--- config.mk ---
export PLATFORM = sky130hd
export DESIGN_NAME = async_fifo_wptr_full
export DESIGN_NICKNAME = d
export VERILOG_FILES = /design/src/rtl/async_fifo_pkg.sv /design/src/rtl/async_fifo_wptr_full.sv
export SDC_FILE = /design/constraint.sdc
export NUM_CORES = 1
export LEC_CHECK = 0
export ABC_AREA = 1
export ABC_CLOCK_PERIOD_IN_PS = 2600
export BUFFER_PORTS_ARGS = -buffer_cell sky130_fd_sc_hd__buf_4
export CAP_MARGIN = 40
export CORE_MARGIN = 3
export CORE_UTILIZATION = 30
export DETAILED_ROUTE_END_ITERATION = 12
export GPL_TIMING_DRIVEN = 0
export HOLD_SLACK_MARGIN = 0.1
export PLACE_DENSITY = 0.61
export SYNTH_ARGS = -nofsm -noshare
export SYNTH_HDL_FRONTEND = slang
export SYNTH_SLANG_ARGS = --single-unit
--- constraint.sdc ---
create_clock -name clk -period 2.6 [get_ports clk]
set_input_delay 0.39 -clock clk [delete_from_list [all_inputs] [get_ports clk]]
set_output_delay 0.39 -clock clk [all_outputs]
set_load 0.01 [all_outputs]
--- src/rtl/async_fifo_pkg.sv ---
// Shared pointer helpers for the asynchronous FIFO's write-side and read-side
// pointer blocks: Gray/binary conversion and pointer-width derivation.
package async_fifo_pkg;

  // Widest pointer the helpers support; callers zero-extend into this width.
  localparam int MAX_PW = 16;

  function automatic int ptr_width(input int addr_w);
    return addr_w + 1;
  endfunction

  function automatic logic [MAX_PW-1:0] bin2gray(input logic [MAX_PW-1:0] b);
    return b ^ (b >> 1);
  endfunction

  function automatic logic [MAX_PW-1:0] gray2bin(input logic [MAX_PW-1:0] g);
    logic [MAX_PW-1:0] b;
    b[MAX_PW-1] = g[MAX_PW-1];
    for (int i = MAX_PW - 2; i >= 0; i--) begin
      b[i] = b[i+1] ^ g[i];
    end
    return b;
  endfunction

endpackage

--- src/rtl/async_fifo_wptr_full.sv ---
// Write-domain pointer and flag generator for the asynchronous FIFO: keeps the
// binary/Gray write pointers and derives full, almost-full and fill level.
module async_fifo_wptr_full
  import async_fifo_pkg::*;
#(
  parameter int ADDR_W   = 3,
  parameter int AFULL_TH = 6,
  localparam int PW      = ptr_width(ADDR_W)
) (
  input  logic              clk,
  input  logic              rst_n,
  input  logic              wr_en,
  input  logic [PW-1:0]     wq2_rptr,
  output logic [ADDR_W-1:0] waddr,
  output logic              wclken,
  output logic [PW-1:0]     wptr,
  output logic              wfull,
  output logic              wafull,
  output logic [PW-1:0]     wlevel,
  output logic              wr_ovf
);

  // Full means the write pointer is one lap ahead: the top two Gray bits differ.
  localparam logic [PW-1:0] FULL_FLIP = PW'(3) << (PW - 2);

  logic [PW-1:0] wbin;
  logic          push;
  logic [PW-1:0] wbin_next;
  logic [PW-1:0] wgray_next;
  logic [PW-1:0] rbin_s;
  logic [PW-1:0] level_next;
  logic          full_next;
  logic          afull_next;

  always_comb begin
    push       = wr_en & ~wfull;
    wbin_next  = wbin + PW'(push);
    wgray_next = PW'(bin2gray(MAX_PW'(wbin_next)));
    rbin_s     = PW'(gray2bin(MAX_PW'(wq2_rptr)));
    level_next = wbin_next - rbin_s;
    full_next  = (wgray_next == (wq2_rptr ^ FULL_FLIP));
    afull_next = (level_next >= PW'(AFULL_TH));
  end

  assign wclken = push;

  always_ff @(posedge clk) begin
    if (!rst_n) begin
      wbin   <= '0;
      wptr   <= '0;
      waddr  <= '0;
      wfull  <= 1'b0;
      wafull <= 1'b0;
      wlevel <= '0;
      wr_ovf <= 1'b0;
    end else begin
      wbin   <= wbin_next;
      wptr   <= wgray_next;
      waddr  <= wbin_next[ADDR_W-1:0];
      wfull  <= full_next;
      wafull <= afull_next;
      wlevel <= level_next;
      wr_ovf <= wr_en & wfull;
    end
  end

endmodule

== After elaboration in Yosys (flattened, before gate mapping) ==
Index checks and enable logic that the tools add are counted.
Storage, ports and cells
  word-level logic and storage cells: 19
  input port bits: 7
  register bits: 18
Operators by class
  bitwise gates (word level): 8
  equal/unequal tests: 1
  add/sub/neg operators: 2
  magnitude comparators: 1
Operator list (count)
  4-bit by 1-bit adder with 4-bit output: 1
  4-bit equality test: 1
  4-bit by 3-bit >= comparator with 1-bit output, second input constant: 1
  4-bit subtractor: 1
  4-bit by 3-bit XOR with 4-bit output: 1
  1-bit XOR: 3
  1-bit bitwise AND: 2
  2-bit inverter: 1
  1-bit inverter: 1

== Longest topological paths before layout ==
Gate-level depths: netlist of the first run.
  depth after elaboration: 5
  gate-level depth with buffers: 15

== Worst setup path after synthesis of the first run ==
OpenSTA, ideal clock, no wires.
  kind: input -> register
  start: input port wr_en
  end: register wafull
  slack: 520 ps
  data arrival time: 1966 ps
  buffers on the path: 0
  setup time: 114 ps
  required time: 2486 ps
  stages: 15
  path through: inv_1 > nor2_1 > ha_1 > ha_1 > inv_1 > nand2_1 > nand2_4 > ha_1 > inv_1 > nor2_1 > nand3_2 > nand2_1 > nand2_1 > nand2_1 > nand2_1
Between the ends
  word-level cells in the longest chain between the ends: 4
RTL lines
  start, declared: line async_fifo_wptr_full.sv:12  | input logic wr_en,
  1-bit bitwise AND: line async_fifo_wptr_full.sv:36  | push = wr_en & ~wfull;
  via wclken: line async_fifo_wptr_full.sv:15  | output logic wclken,
  4-bit by 1-bit adder with 4-bit output: line async_fifo_wptr_full.sv:37  | wbin_next = wbin + PW'(push);
  via wbin_next[2]: line async_fifo_wptr_full.sv:28  | logic [PW-1:0] wbin_next;
  4-bit subtractor: line async_fifo_wptr_full.sv:40  | level_next = wbin_next - rbin_s;
  4-bit by 3-bit >= comparator with 1-bit output: line async_fifo_wptr_full.sv:42  | afull_next = (level_next >= PW'(AFULL_TH));
  end signal, assigned: line async_fifo_wptr_full.sv:61  | wafull <= afull_next;
  end, declared: line async_fifo_wptr_full.sv:18  | output logic wafull,
The timed path passes the listed nets, and every way through them passes these cells.
A chain may end at the register's enable or synchronous reset.

== Worst setup path after layout of the first run ==
  start: register wfull
  end: register wafull
Between the ends
  word-level cells in the longest chain between the ends: 5
RTL lines
  start, declared: line async_fifo_wptr_full.sv:17  | output logic wfull,
  start signal, assigned: line async_fifo_wptr_full.sv:60  | wfull <= full_next;
  1-bit inverter: line async_fifo_wptr_full.sv:36
  1-bit bitwise AND: line async_fifo_wptr_full.sv:36
  4-bit by 1-bit adder with 4-bit output: line async_fifo_wptr_full.sv:37
  via wbin_next[2]: line async_fifo_wptr_full.sv:28
  4-bit subtractor: line async_fifo_wptr_full.sv:40
  4-bit by 3-bit >= comparator with 1-bit output: line async_fifo_wptr_full.sv:42
The timed path passes the listed nets, and every way through them passes these cells.

==> impl_metrics.prom, run 1 <==
# TYPE chip_impl_metric gauge
chip_impl_metric{name="finish.utilization",unit=""} 0.4265
chip_impl_info{name="crit_type",value="flop to flop"} 1
chip_impl_metric{name="arrival",unit="ns"} 2.24
chip_impl_metric{name="data_required_time_at_the_worst_endpoint",unit="ns"} 2.77
chip_impl_metric{name="antenna-diode-count",unit=""} 0
chip_impl_metric{name="maximum_number_of_pins_on_one_net_before_global_route_repair",unit=""} 10
chip_impl_metric{name="detailedRoute.firstPassIterationCount",unit=""} 4
chip_impl_metric{name="gp_congestion",unit=""} 0.7671
chip_impl_metric{name="drtIter0Drc",unit=""} 20
chip_impl_info{name="r2r-start",value="wfull$_SDFF_PN0_"} 1
chip_impl_metric{name="detailroute.via_count",unit=""} 689
chip_impl_metric{name="area.growth.synth_to_final",unit="%"} 30.50
chip_impl_metric{name="synthesis.nets",unit=""} 118
chip_impl_info{name="worstHoldPathType",value="primary input to flop"} 1
chip_impl_info{name="netlist.top_cell.by_area",value="sky130_fd_sc_hd__dfxtp_1"} 1
chip_impl_metric{name="static-leakage-power",unit="uW"} 0.0005477
chip_impl_metric{name="cts_repair_resize_count",unit=""} 0
chip_impl_info{name="worst_setup_ep",value="wafull$_SDFF_PN0_"} 1
chip_impl_metric{name="pre_cts_slack",unit="ns"} 0.3268
chip_impl_metric{name="fp.coreArea",unit="mm^2"} 0.002297
chip_impl_metric{name="fmaxAchievable",unit="MHz"} 482.1
chip_impl_metric{name="layout.nets",unit=""} 144
chip_impl_metric{name="grt_first_pass_wirelength",unit="um"} 2470
chip_impl_metric{name="hold_depth",unit=""} 3
chip_impl_metric{name="htree_num_levels",unit=""} 1
chip_impl_metric{name="post-dp-hpwl",unit="um"} 1217
chip_impl_info{name="netlist_top_cells_area",value="sky130_fd_sc_hd__dfxtp_1, sky130_fd_sc_hd__nand2_1, sky130_fd_sc_hd__inv_1, sky130_fd_sc_hd__ha_1, sky130_fd_sc_hd__nor2_1"} 1
chip_impl_info{name="critical_path.startpoint_type",value="flop"} 1
chip_impl_metric{name="synth.top_cell.area_share",unit=""} 0.3733
chip_impl_metric{name="synth_enable_flop_cells",unit=""} 0
chip_impl_metric{name="final.period_utilization",unit=""} 0.7979
chip_impl_metric{name="worst_slew_pin_slew",unit="ns"} 0.2555
chip_impl_metric{name="clk_lat_worst_skew",unit="ns"} 0.27
chip_impl_metric{name="finalNonFillerCells",unit=""} 159
chip_impl_metric{name="synthCells",unit=""} 106
chip_impl_metric{name="yosys_warnings",unit=""} 0
chip_impl_metric{name="layout_cell_share_with_drive_strength_beyond_1",unit=""} 0.2672
chip_impl_metric{name="cts_hold_buffers",unit=""} 0
chip_impl_info{name="post-synth-top-count-cell",value="sky130_fd_sc_hd__nand2_1"} 1
chip_impl_metric{name="cts_num_sinks",unit=""} 14
chip_impl_metric{name="cts.clk_slew.worst_paths",unit="ns"} 0.08
chip_impl_info{name="clock-root-buffer",value="sky130_fd_sc_hd__clkbuf_4"} 1
chip_impl_info{name="regToRegEndpoint",value="wafull$_SDFF_PN0_"} 1
chip_impl_metric{name="maxCapViolCount",unit=""} 0
chip_impl_metric{name="port-buffer-count",unit=""} 21
chip_impl_metric{name="cts-root-to-sink-buffers",unit=""} 2
chip_impl_metric{name="total_power",unit="uW"} 596.1
chip_impl_metric{name="chipHeight",unit="um"} 56.03
chip_impl_metric{name="slew_violations",unit=""} 0
chip_impl_metric{name="synth.cell_area",unit="um^2"} 750.7
chip_impl_metric{name="cts_bufs_inserted",unit=""} 3
chip_impl_metric{name="max-slew-margin-rel",unit=""} 0.8286
chip_impl_metric{name="drc",unit=""} 0
chip_impl_info{name="unrepaired_setup_endpoints_after_global_routing",value="false"} 1
chip_impl_metric{name="timing.final.setup_violations",unit=""} 0
chip_impl_metric{name="detail_route.vias_per_cell",unit=""} 4.333
chip_impl_metric{name="report.final.hold_viol_count",unit=""} 0
chip_impl_metric{name="cts_setup_buffers",unit=""} 0
chip_impl_metric{name="worst-r2r-cell-count",unit=""} 14
chip_impl_metric{name="boundaryPins",unit=""} 22
chip_impl_metric{name="sequential_cell_area_fraction_in_the_yosys_report",unit=""} 0.3733
chip_impl_metric{name="numPlacedInstances",unit=""} 155
chip_impl_metric{name="floorplan.rows",unit=""} 17
chip_impl_metric{name="gr_util_all_layers",unit=""} 0.09952
chip_impl_metric{name="die_area",unit="mm^2"} 0.003139
chip_impl_metric{name="first_global_vias",unit=""} 603
chip_impl_metric{name="finalCriticalPeriod",unit="ns"} 2.074
chip_impl_info{name="synth.cells.most_frequent",value="sky130_fd_sc_hd__nand2_1, sky130_fd_sc_hd__inv_1, sky130_fd_sc_hd__dfxtp_1"} 1
chip_impl_metric{name="yosysUniqueCellTypes",unit=""} 16
chip_impl_metric{name="routed_wirelength",unit="um"} 1436
chip_impl_metric{name="yosys_register_bits",unit=""} 14
chip_impl_metric{name="ant_nets",unit=""} 0
chip_impl_metric{name="maximum_ir_drop_on_the_vdd_rail",unit="V"} 0.0002210
chip_impl_metric{name="gr-total-overflow",unit=""} 0
chip_impl_metric{name="average_detailed_routed_wire_length_per_instance",unit="um"} 9.031
chip_impl_metric{name="postSynthAreaPerCell",unit="um^2"} 7.082
chip_impl_metric{name="start_util",unit=""} 0.3268
chip_impl_metric{name="die_w",unit="um"} 56.03
chip_impl_info{name="critical_path.startpoint",value="wfull$_SDFF_PN0_"} 1
chip_impl_metric{name="regToRegSetupSlack",unit="ns"} 0.53
chip_impl_metric{name="finClkSkew",unit="ns"} 0.003134
chip_impl_info{name="status",value="completed"} 1
chip_impl_metric{name="critical_path_peak_fanout",unit=""} 4
chip_impl_metric{name="synth-async-reset-ratio",unit=""} 0
chip_impl_info{name="critPathCaptureType",value="flop"} 1
chip_impl_metric{name="antenna_violations_before_repair",unit=""} 0
chip_impl_info{name="dominantRegCellSynth",value="sky130_fd_sc_hd__dfxtp_1"} 1
chip_impl_metric{name="fin_tns_setup",unit="ns"} 0
chip_impl_metric{name="p_per_area",unit="mW/mm^2"} 608.5
chip_impl_info{name="cts_tree",value="done"} 1
chip_impl_metric{name="setup_ws",unit="ns"} 0.5256
## sequential cells by signal, summed over array words and instances, names as in the netlist
name and cells:
wlevel 4, wr_ovf 1, wafull 1, wbin 1, waddr 2, wfull 1, wptr 4
## kinds of logic after synthesis
group	after synthesis	share of synthesized area
xor gates and xnor gates	5	0.05834
AOI/OAI and AO/OA	1	0.01167
adders and majority gates	5	0.08333
DFF	14	0.3733
and+or+nand+nor	58	0.3583
buffers and inverters	23	0.1150
## final cells by class
class	count	area [um^2]
Inverter	23	86.33
Clock buffer	4	36.28
Sequential cell	14	280.3
Timing Repair Buffer	21	157.7
Tap cell	28	35.03
Fill cell	239	1318
Multi-Input combinational cell	69	384.1
## placed cells by master, fill, tap and decap left out, drive strengths merged
cell type and n:
nand2 34, inv 22, buf 21, dfxtp 14, nor2 11, nand3 8
ha 5, nand4 4, clkbuf 4, xor2 3, xnor2 2, nand3b 1
clkinv 1, a21oi 1
## critical path, stage by stage (launching register included)
cell	delay, ns
sky130_fd_sc_hd__dfxtp_1	0.33
sky130_fd_sc_hd__nor2_1	0.15
sky130_fd_sc_hd__ha_1	0.26
sky130_fd_sc_hd__ha_1	0.21
sky130_fd_sc_hd__inv_1	0.05
sky130_fd_sc_hd__nand2_1	0.09
sky130_fd_sc_hd__nand2_4	0.08
sky130_fd_sc_hd__ha_1	0.32
sky130_fd_sc_hd__inv_1	0.06
sky130_fd_sc_hd__nor2_1	0.11
sky130_fd_sc_hd__nand3_2	0.09
sky130_fd_sc_hd__nand2_1	0.07
sky130_fd_sc_hd__nand2_1	0.04
sky130_fd_sc_hd__nand2_1	0.07
sky130_fd_sc_hd__nand2_1	0.05
## where the power goes
group	switching [uW]	internal, uW	total, uW
Sequential	9.89	244	253
Clock	65.3	85.0	150
Combinational	103	89.8	192
Total	178	418	596
## metrics by stage
| step | area (um^2) | hold WS [ns] |
|---|---|---|
| 2_1_floorplan | 750.7 | 0.4665 |
| 3_3_place_gp | 943.4 | 0.4474 |
| 3_5_place_dp | 943.4 | 0.4525 |
| 4_1_cts | 979.7 | 0.3531 |
| 5_1_grt | 979.7 | 0.3408 |
| 6_report | 979.7 | 0.3606 |
## routing by layer
| layer | GRT usage | up-vias | part of all wire |
|---|---|---|---|
| met3 | 0.01624 | 2 | 0.070 |
| met4 | 0.07119 | 0 | 0.011 |
| li1 | - | 371 | - |
| met5 | 0 | - | 0 |
| met2 | 0.1653 | 20 | 0.49 |
| met1 | 0.1140 | 296 | 0.43 |
## worst min-delay path by stage
stage / slack (ns) / from / to
6_report: 0.36 / wr_en / wr_ovf$_SDFF_PN0_
3_5_place_dp: 0.45 / wfull$_SDFF_PN0_ / wr_ovf$_SDFF_PN0_
3_3_place_gp: 0.45 / wfull$_SDFF_PN0_ / wr_ovf$_SDFF_PN0_
2_1_floorplan: 0.47 / wfull$_SDFF_PN0_ / wr_ovf$_SDFF_PN0_
4_1_cts: 0.35 / wr_en / wr_ovf$_SDFF_PN0_
5_1_grt: 0.34 / wr_en / wr_ovf$_SDFF_PN0_
(Power assumes the default switching activity.)
==> run 2, diff against run 1 <==
--- a/config.mk
+++ b/config.mk
@@ -6,7 +6,7 @@
 export NUM_CORES = 1
 export LEC_CHECK = 0
 export ABC_AREA = 1
-export ABC_CLOCK_PERIOD_IN_PS = 2600
+export ABC_CLOCK_PERIOD_IN_PS = 1810
 export BUFFER_PORTS_ARGS = -buffer_cell sky130_fd_sc_hd__buf_4
 export CAP_MARGIN = 40
 export CORE_MARGIN = 3
@@ -14,7 +14,7 @@
 export DETAILED_ROUTE_END_ITERATION = 12
 export GPL_TIMING_DRIVEN = 0
 export HOLD_SLACK_MARGIN = 0.1
-export PLACE_DENSITY = 0.61
+export PLACE_DENSITY = 0.63
 export SYNTH_ARGS = -nofsm -noshare
 export SYNTH_HDL_FRONTEND = slang
 export SYNTH_SLANG_ARGS = --single-unit
==> constraint.sdc (replaced) <==
create_clock -name clk -period 1.81 [get_ports clk]
set_input_delay 0.2715 -clock clk [delete_from_list [all_inputs] [get_ports clk]]
set_output_delay 0.2715 -clock clk [all_outputs]
set_load 0.01 [all_outputs]
==> impl_metrics.prom, run 2 (same netlist as run 1, synthesis figures left out) <==
# TYPE chip_impl_metric gauge
chip_impl_metric{name="port-buffer-count",unit=""} 21
chip_impl_metric{name="layout_cell_share_with_drive_strength_beyond_1",unit=""} 0.3796
chip_impl_info{name="crit_type",value="flop to flop"} 1
chip_impl_metric{name="drtIter0Drc",unit=""} 5
chip_impl_metric{name="pre_cts_slack",unit="ns"} -0.2016
chip_impl_info{name="clock-root-buffer",value="sky130_fd_sc_hd__clkbuf_4"} 1
chip_impl_metric{name="static-leakage-power",unit="uW"} 0.0005736
chip_impl_metric{name="cts_bufs_inserted",unit=""} 3
chip_impl_metric{name="report.final.hold_viol_count",unit=""} 0
chip_impl_info{name="r2r-start",value="wfull$_SDFF_PN0_"} 1
chip_impl_metric{name="setup_ws",unit="ns"} 0.07945
chip_impl_metric{name="seq_power_share",unit=""} 0.406
chip_impl_metric{name="layout.nets",unit=""} 150
chip_impl_metric{name="detail_route.vias_per_cell",unit=""} 4.345
chip_impl_metric{name="gp_congestion",unit=""} 0.7519
chip_impl_metric{name="post-dp-hpwl",unit="um"} 1313
chip_impl_metric{name="boundaryPins",unit=""} 22
chip_impl_info{name="regToRegEndpoint",value="wafull$_SDFF_PN0_"} 1
chip_impl_metric{name="grt_first_pass_wirelength",unit="um"} 2711
chip_impl_metric{name="cts.clk_slew.worst_paths",unit="ns"} 0.08
chip_impl_metric{name="area.sequential",unit="um^2"} 281.5
chip_impl_metric{name="slew_violations",unit=""} 0
chip_impl_metric{name="detailroute.via_count",unit=""} 717
chip_impl_metric{name="power.share.clock",unit=""} 0.240
chip_impl_metric{name="ant_nets",unit=""} 0
chip_impl_metric{name="maxCapViolCount",unit=""} 0
chip_impl_info{name="hold_path_startpoint",value="wr_en"} 1
chip_impl_metric{name="clk_lat_worst_skew",unit="ns"} 0.27
chip_impl_metric{name="switchingPower",unit="uW"} 274.0
chip_impl_metric{name="antenna_violations_before_repair",unit=""} 0
chip_impl_metric{name="finish.utilization",unit=""} 0.4695
chip_impl_metric{name="multi_input_gate_area",unit="um^2"} 436.7
chip_impl_info{name="unrepaired_setup_endpoints_after_global_routing",value="true"} 1
chip_impl_metric{name="timing.final.setup_violations",unit=""} 0
chip_impl_metric{name="antenna-diode-count",unit=""} 0
chip_impl_metric{name="arrival",unit="ns"} 1.90
chip_impl_metric{name="die_area",unit="mm^2"} 0.003139
chip_impl_metric{name="fmaxAchievable",unit="MHz"} 577.9
chip_impl_metric{name="total_power",unit="uW"} 905.7
chip_impl_info{name="leading_cell_types_in_the_layout_fill_and_taps_excluded",value="sky130_fd_sc_hd__nand2_1, sky130_fd_sc_hd__buf_4, sky130_fd_sc_hd__inv_1"} 1
chip_impl_metric{name="nFillCells",unit=""} 227
chip_impl_metric{name="numPlacedInstances",unit=""} 155
chip_impl_metric{name="finClkSkew",unit="ns"} 0.001249
chip_impl_metric{name="gr-total-overflow",unit=""} 0
chip_impl_metric{name="routed_wirelength",unit="um"} 1576
chip_impl_info{name="mostFrequentLayoutCell",value="sky130_fd_sc_hd__nand2_1"} 1
chip_impl_metric{name="max-slew-margin-rel",unit=""} 0.8206
chip_impl_info{name="critPathCaptureType",value="flop"} 1
chip_impl_metric{name="chipHeight",unit="um"} 56.03
chip_impl_metric{name="critical_path_peak_fanout",unit=""} 3
chip_impl_metric{name="gr_util_all_layers",unit=""} 0.1076
chip_impl_metric{name="cellInternalPower",unit="uW"} 631.6
chip_impl_metric{name="cts_num_sinks",unit=""} 14
chip_impl_info{name="cts_tree",value="done"} 1
chip_impl_metric{name="finalCriticalPeriod",unit="ns"} 1.731
chip_impl_metric{name="comb_power_frac",unit=""} 0.354
chip_impl_metric{name="average_detailed_routed_wire_length_per_instance",unit="um"} 9.552
chip_impl_metric{name="hold_depth",unit=""} 3
chip_impl_metric{name="maximum_number_of_pins_on_one_net_before_global_route_repair",unit=""} 10
chip_impl_metric{name="cts-root-to-sink-buffers",unit=""} 2
chip_impl_info{name="worstHoldPathType",value="primary input to flop"} 1
chip_impl_metric{name="start_util",unit=""} 0.3268
chip_impl_info{name="layout_top_registers",value="wlevel (4), wptr (4), waddr (2)"} 1
chip_impl_metric{name="final.period_utilization",unit=""} 0.9561
chip_impl_metric{name="hold_ws",unit="ns"} 0.2262
chip_impl_metric{name="area.growth.synth_to_final",unit="%"} 43.67
chip_impl_metric{name="worst_slew_pin_slew",unit="ns"} 0.2675
chip_impl_metric{name="data_required_time_at_the_worst_endpoint",unit="ns"} 1.98
chip_impl_info{name="status",value="completed"} 1
chip_impl_metric{name="htree_num_levels",unit=""} 1
chip_impl_metric{name="die_w",unit="um"} 56.03
chip_impl_info{name="critical_path.startpoint_type",value="flop"} 1
chip_impl_metric{name="power_switching_share",unit=""} 0.3026
chip_impl_metric{name="worst-r2r-cell-count",unit=""} 14
chip_impl_metric{name="finalNonFillerCells",unit=""} 165
chip_impl_metric{name="floorplan.rows",unit=""} 17
chip_impl_metric{name="drc",unit=""} 0
chip_impl_metric{name="p_per_area",unit="mW/mm^2"} 839.7
chip_impl_metric{name="first_global_vias",unit=""} 698
chip_impl_info{name="min_to",value="wr_ovf$_SDFF_PN0_"} 1
chip_impl_metric{name="detailedRoute.firstPassIterationCount",unit=""} 4
chip_impl_metric{name="regToRegSetupSlack",unit="ns"} 0.08
chip_impl_metric{name="fp.coreArea",unit="mm^2"} 0.002297
chip_impl_metric{name="maximum_ir_drop_on_the_vdd_rail",unit="V"} 0.0004189
==> run 2: changes by cell type in the layout (fill, tap and decap cells not counted), moves of 2 or more <==
| cell | before | now |
|---|---|---|
| sky130_fd_sc_hd__nor2_1 | 11 | 9 |
| sky130_fd_sc_hd__inv_2 | 2 | 5 |
| sky130_fd_sc_hd__inv_1 | 20 | 17 |
| sky130_fd_sc_hd__ha_4 | 0 | 3 |
| sky130_fd_sc_hd__ha_1 | 5 | 1 |
| sky130_fd_sc_hd__buf_4 | 21 | 27 |
==> run 2: how the worst max path moves through the flow <==
stage                     start                 to
2_1_floorplan  wfull$_SDFF_PN0_  wafull$_SDFF_PN0_
3_3_place_gp              wr_en  wafull$_SDFF_PN0_
3_5_place_dp              wr_en  wafull$_SDFF_PN0_
4_1_cts        wfull$_SDFF_PN0_  wafull$_SDFF_PN0_
5_1_grt        wfull$_SDFF_PN0_  wafull$_SDFF_PN0_
6_report       wfull$_SDFF_PN0_  wafull$_SDFF_PN0_
==> run 2: final cells by class <==
cell class,count,share of cell area
multi-input combinational,69,0.4049
sequential,14,0.2610
timing repair buffer,27,0.1879
inverter,23,0.08005
clock buffer,4,0.03364
tap,28,0.03248
==> run 2: power by group through the flow <==
stage               logic [uW]  registers (uW)  clock network, uW
finish                     320             367                218
detailed placement         297             374                  0
global placement           290             373                  0
CTS                        319             367                224
global route               361             373                245
floorplan                  161             395                  0
==> run 2: metal layers <==
metal  global-route usage  part of all wire  vias to the layer above  wire length [um]
met3              0.02320             0.044                        2                70
met4              0.06102             0.013                        0                21
met1               0.1125              0.41                      320               639
met5                    0                 0                        -                 0
met2               0.1953              0.54                       15               844
li1                     -                 -                      380                 -
==> run 2: worst max-delay path: stages, from the launching register on <==
cell	delay, ns
sky130_fd_sc_hd__dfxtp_2	0.34
sky130_fd_sc_hd__nor2_4	0.11
sky130_fd_sc_hd__ha_4	0.16
sky130_fd_sc_hd__ha_4	0.14
sky130_fd_sc_hd__inv_2	0.03
sky130_fd_sc_hd__nand2_2	0.06
sky130_fd_sc_hd__nand2_4	0.06
sky130_fd_sc_hd__ha_4	0.28
sky130_fd_sc_hd__inv_2	0.04
sky130_fd_sc_hd__nor2_2	0.08
sky130_fd_sc_hd__nand3_2	0.09
sky130_fd_sc_hd__nand2_1	0.06
sky130_fd_sc_hd__nand2_1	0.04
sky130_fd_sc_hd__nand2_1	0.08
sky130_fd_sc_hd__nand2_1	0.06
==> run 2: per-stage QoR <==
step	area, um^2	setup TNS (ns)
2_1_floorplan	787.0	0
3_3_place_gp	979.7	-0.4498
3_5_place_dp	979.7	-0.6409
4_1_cts	1069	0
5_1_grt	1079	-0.01851
6_report	1079	0
==> run 2: timing repair <==
item | CTS | global route
pin swaps | 3 | 9
hold buffers | 0 | 0
endpoints found under the setup margin | 3 | 3
setup buffers | 5 | 1
resized for setup | 3 | 4
==> run 3, diff against run 2 <==
--- a/config.mk
+++ b/config.mk
@@ -9,12 +9,14 @@
 export ABC_CLOCK_PERIOD_IN_PS = 1810
 export BUFFER_PORTS_ARGS = -buffer_cell sky130_fd_sc_hd__buf_4
 export CAP_MARGIN = 40
+export CELL_PAD_IN_SITES_DETAIL_PLACEMENT = 0
+export CELL_PAD_IN_SITES_GLOBAL_PLACEMENT = 1
 export CORE_MARGIN = 3
 export CORE_UTILIZATION = 30
 export DETAILED_ROUTE_END_ITERATION = 12
 export GPL_TIMING_DRIVEN = 0
 export HOLD_SLACK_MARGIN = 0.1
-export PLACE_DENSITY = 0.63
+export PLACE_DENSITY = 0.81
 export SYNTH_ARGS = -nofsm -noshare
 export SYNTH_HDL_FRONTEND = slang
 export SYNTH_SLANG_ARGS = --single-unit
==> impl_metrics.prom, run 3 (same netlist as run 1, synthesis figures left out) <==
# TYPE chip_impl_metric gauge
chip_impl_metric{name="fmaxAchievable",unit="MHz"} 587.1
chip_impl_metric{name="final_cell_area",unit="mm^2"} 0.001104
chip_impl_metric{name="slew_violations",unit=""} 0
chip_impl_metric{name="finalCriticalPeriod",unit="ns"} 1.703
chip_impl_metric{name="routed_wirelength",unit="um"} 1549
chip_impl_metric{name="finClkSkew",unit="ns"} 0.004541
chip_impl_metric{name="die_area",unit="mm^2"} 0.003139
chip_impl_metric{name="port-buffer-count",unit=""} 21
chip_impl_metric{name="final.period_utilization",unit=""} 0.9411
chip_impl_metric{name="hold_ws",unit="ns"} 0.2321
chip_impl_info{name="clock-root-buffer",value="sky130_fd_sc_hd__clkbuf_4"} 1
chip_impl_metric{name="max-slew-margin-rel",unit=""} 0.8251
chip_impl_metric{name="finalNonFillerCells",unit=""} 166
chip_impl_metric{name="gp_congestion",unit=""} 0.7357
chip_impl_metric{name="data_required_time_at_the_worst_endpoint",unit="ns"} 1.99
chip_impl_metric{name="chipHeight",unit="um"} 56.03
chip_impl_info{name="hold_path_startpoint",value="rst_n"} 1
chip_impl_metric{name="cts-root-to-sink-buffers",unit=""} 2
chip_impl_info{name="critPathCaptureType",value="flop"} 1
chip_impl_metric{name="worst-r2r-cell-count",unit=""} 14
chip_impl_metric{name="worst_slew_pin_slew",unit="ns"} 0.2607
chip_impl_metric{name="cts_bufs_inserted",unit=""} 3
chip_impl_metric{name="cts_num_sinks",unit=""} 14
chip_impl_metric{name="maximum_number_of_pins_on_one_net_before_global_route_repair",unit=""} 10
chip_impl_metric{name="report.final.hold_viol_count",unit=""} 0
chip_impl_metric{name="first_global_vias",unit=""} 678
chip_impl_metric{name="detailroute.via_count",unit=""} 721
chip_impl_metric{name="gr-total-overflow",unit=""} 0
chip_impl_metric{name="start_util",unit=""} 0.3268
chip_impl_metric{name="floorplan.rows",unit=""} 17
chip_impl_metric{name="detailedRoute.firstPassIterationCount",unit=""} 4
chip_impl_metric{name="detail_route.vias_per_cell",unit=""} 4.343
chip_impl_info{name="worstHoldPathType",value="primary input to flop"} 1
chip_impl_metric{name="layout.nets",unit=""} 151
chip_impl_info{name="layout_top_registers",value="wlevel (4), wptr (4), waddr (2)"} 1
chip_impl_info{name="worst_setup_ep",value="wafull$_SDFF_PN0_"} 1
chip_impl_info{name="unrepaired_setup_endpoints_after_global_routing",value="false"} 1
chip_impl_metric{name="drtIter0Drc",unit=""} 14
chip_impl_metric{name="clk_lat_worst_skew",unit="ns"} 0.28
chip_impl_metric{name="antenna-diode-count",unit=""} 0
chip_impl_info{name="status",value="completed"} 1
chip_impl_metric{name="numPlacedInstances",unit=""} 155
chip_impl_metric{name="htree_num_levels",unit=""} 1
chip_impl_metric{name="met2_routed_length",unit="um"} 767
chip_impl_info{name="critical_path.startpoint",value="wfull$_SDFF_PN0_"} 1
chip_impl_metric{name="met3RoutedLength",unit="um"} 63
chip_impl_info{name="critical_path.startpoint_type",value="flop"} 1
chip_impl_metric{name="critical_path_peak_fanout",unit=""} 3
chip_impl_metric{name="average_detailed_routed_wire_length_per_instance",unit="um"} 9.331
chip_impl_metric{name="timing.final.setup_violations",unit=""} 0
chip_impl_metric{name="area.growth.synth_to_final",unit="%"} 47.00
chip_impl_metric{name="layout_cell_share_with_drive_strength_beyond_1",unit=""} 0.4058
chip_impl_metric{name="grt_first_pass_wirelength",unit="um"} 2670
chip_impl_metric{name="hold_depth",unit=""} 3
chip_impl_info{name="r2r-start",value="wfull$_SDFF_PN0_"} 1
chip_impl_metric{name="ant_nets",unit=""} 0
chip_impl_metric{name="gr_util_all_layers",unit=""} 0.1057
chip_impl_metric{name="fin_tns_setup",unit="ns"} 0
chip_impl_metric{name="maximum_ir_drop_on_the_vdd_rail",unit="V"} 0.0004189
chip_impl_info{name="leading_cell_types_in_the_layout_fill_and_taps_excluded",value="sky130_fd_sc_hd__buf_4, sky130_fd_sc_hd__nand2_1, sky130_fd_sc_hd__inv_1"} 1
chip_impl_metric{name="boundaryPins",unit=""} 22
chip_impl_metric{name="antenna_violations_before_repair",unit=""} 0
chip_impl_metric{name="wl_met1",unit="um"} 674
chip_impl_metric{name="fp.coreArea",unit="mm^2"} 0.002297
chip_impl_info{name="mostFrequentLayoutCell",value="sky130_fd_sc_hd__buf_4"} 1
chip_impl_metric{name="p_per_area",unit="mW/mm^2"} 839.0
chip_impl_metric{name="static-leakage-power",unit="uW"} 0.0005824
chip_impl_metric{name="post-dp-hpwl",unit="um"} 1223
chip_impl_metric{name="die_w",unit="um"} 56.03
chip_impl_metric{name="cts.clk_slew.worst_paths",unit="ns"} 0.08
chip_impl_metric{name="placed_area",unit="um^2"} 979.7
chip_impl_info{name="crit_type",value="flop to flop"} 1
chip_impl_info{name="regToRegEndpoint",value="wafull$_SDFF_PN0_"} 1
chip_impl_metric{name="regToRegSetupSlack",unit="ns"} 0.11
chip_impl_metric{name="maxCapViolCount",unit=""} 0
chip_impl_info{name="cts_tree",value="done"} 1
chip_impl_metric{name="arrival",unit="ns"} 1.89
chip_impl_metric{name="drc",unit=""} 0
chip_impl_info{name="top_signal_layer_used",value="met4"} 1
run 3: changes by cell type in the layout (fill, tap and decap cells not counted), sizes merged:
cell,previous run,this run
buf,27,28
run 3: final cells by class:
cell class	instances	area [um^2]
fillers	236	1194
multi-input cells	69	451.7
flip-flops and latches	14	281.5
repair buffers	28	210.2
inverters	23	88.84
clock buffers	4	36.28
well taps	28	35.03
run 3: metrics by stage:
stage          worst slack [ns]  total power [uW]  utilization
6_report                 0.1066             925.9       0.4804
5_1_grt                0.001743             995.2       0.4804
4_1_cts              0.00004552             899.8       0.4608
3_5_place_dp            -0.2070             668.3       0.4265
3_3_place_gp            -0.1519             665.8       0.4265
2_1_floorplan          0.007565             556.3            -
run 3: per-layer routing:
metal,up-vias,global-route usage
li1,386,-
met2,14,0.1753
met5,-,0
met4,0,0.07119
met3,5,0.01856
met1,316,0.1222
run 3: worst max-delay path, stage by stage, from the launching register on:
cell and delay (ns):
sky130_fd_sc_hd__dfxtp_2 0.34, sky130_fd_sc_hd__nor2_4 0.11, sky130_fd_sc_hd__ha_4 0.16, sky130_fd_sc_hd__ha_4 0.14, sky130_fd_sc_hd__inv_2 0.03, sky130_fd_sc_hd__nand2_2 0.06
sky130_fd_sc_hd__nand2_4 0.06, sky130_fd_sc_hd__ha_4 0.29, sky130_fd_sc_hd__inv_4 0.04, sky130_fd_sc_hd__nor2_4 0.07, sky130_fd_sc_hd__nand3_2 0.08, sky130_fd_sc_hd__nand2_1 0.06
sky130_fd_sc_hd__nand2_1 0.06, sky130_fd_sc_hd__nand2_2 0.06, sky130_fd_sc_hd__nand2_1 0.05
run 3: timing repair:
item / in CTS / in global routing
gates resized for setup: 2 / 10
pin swaps: 5 / 11
setup endpoints to repair: 3 / 3
hold buffers: 0 / 0
setup buffers: 4 / 3
run 3: how the worst min path moves through the flow:
stage                                       to  slack (ns)
final                      waddr[0]$_SDFF_PN0_        0.23
after global routing      wlevel[1]$_SDFF_PN0_        0.24
after detailed placement     wr_ovf$_SDFF_PN0_        0.48
after CTS                    wr_ovf$_SDFF_PN0_        0.23
after floorplan            waddr[0]$_SDFF_PN0_        0.37
after global placement       wr_ovf$_SDFF_PN0_        0.47
run 3: power by group:
part           switching [uW]  internal (uW)  total [uW]
clock                    95.3            122         218
combinational             171            170         341
sequential               16.7            350         367
total                     283            643         926
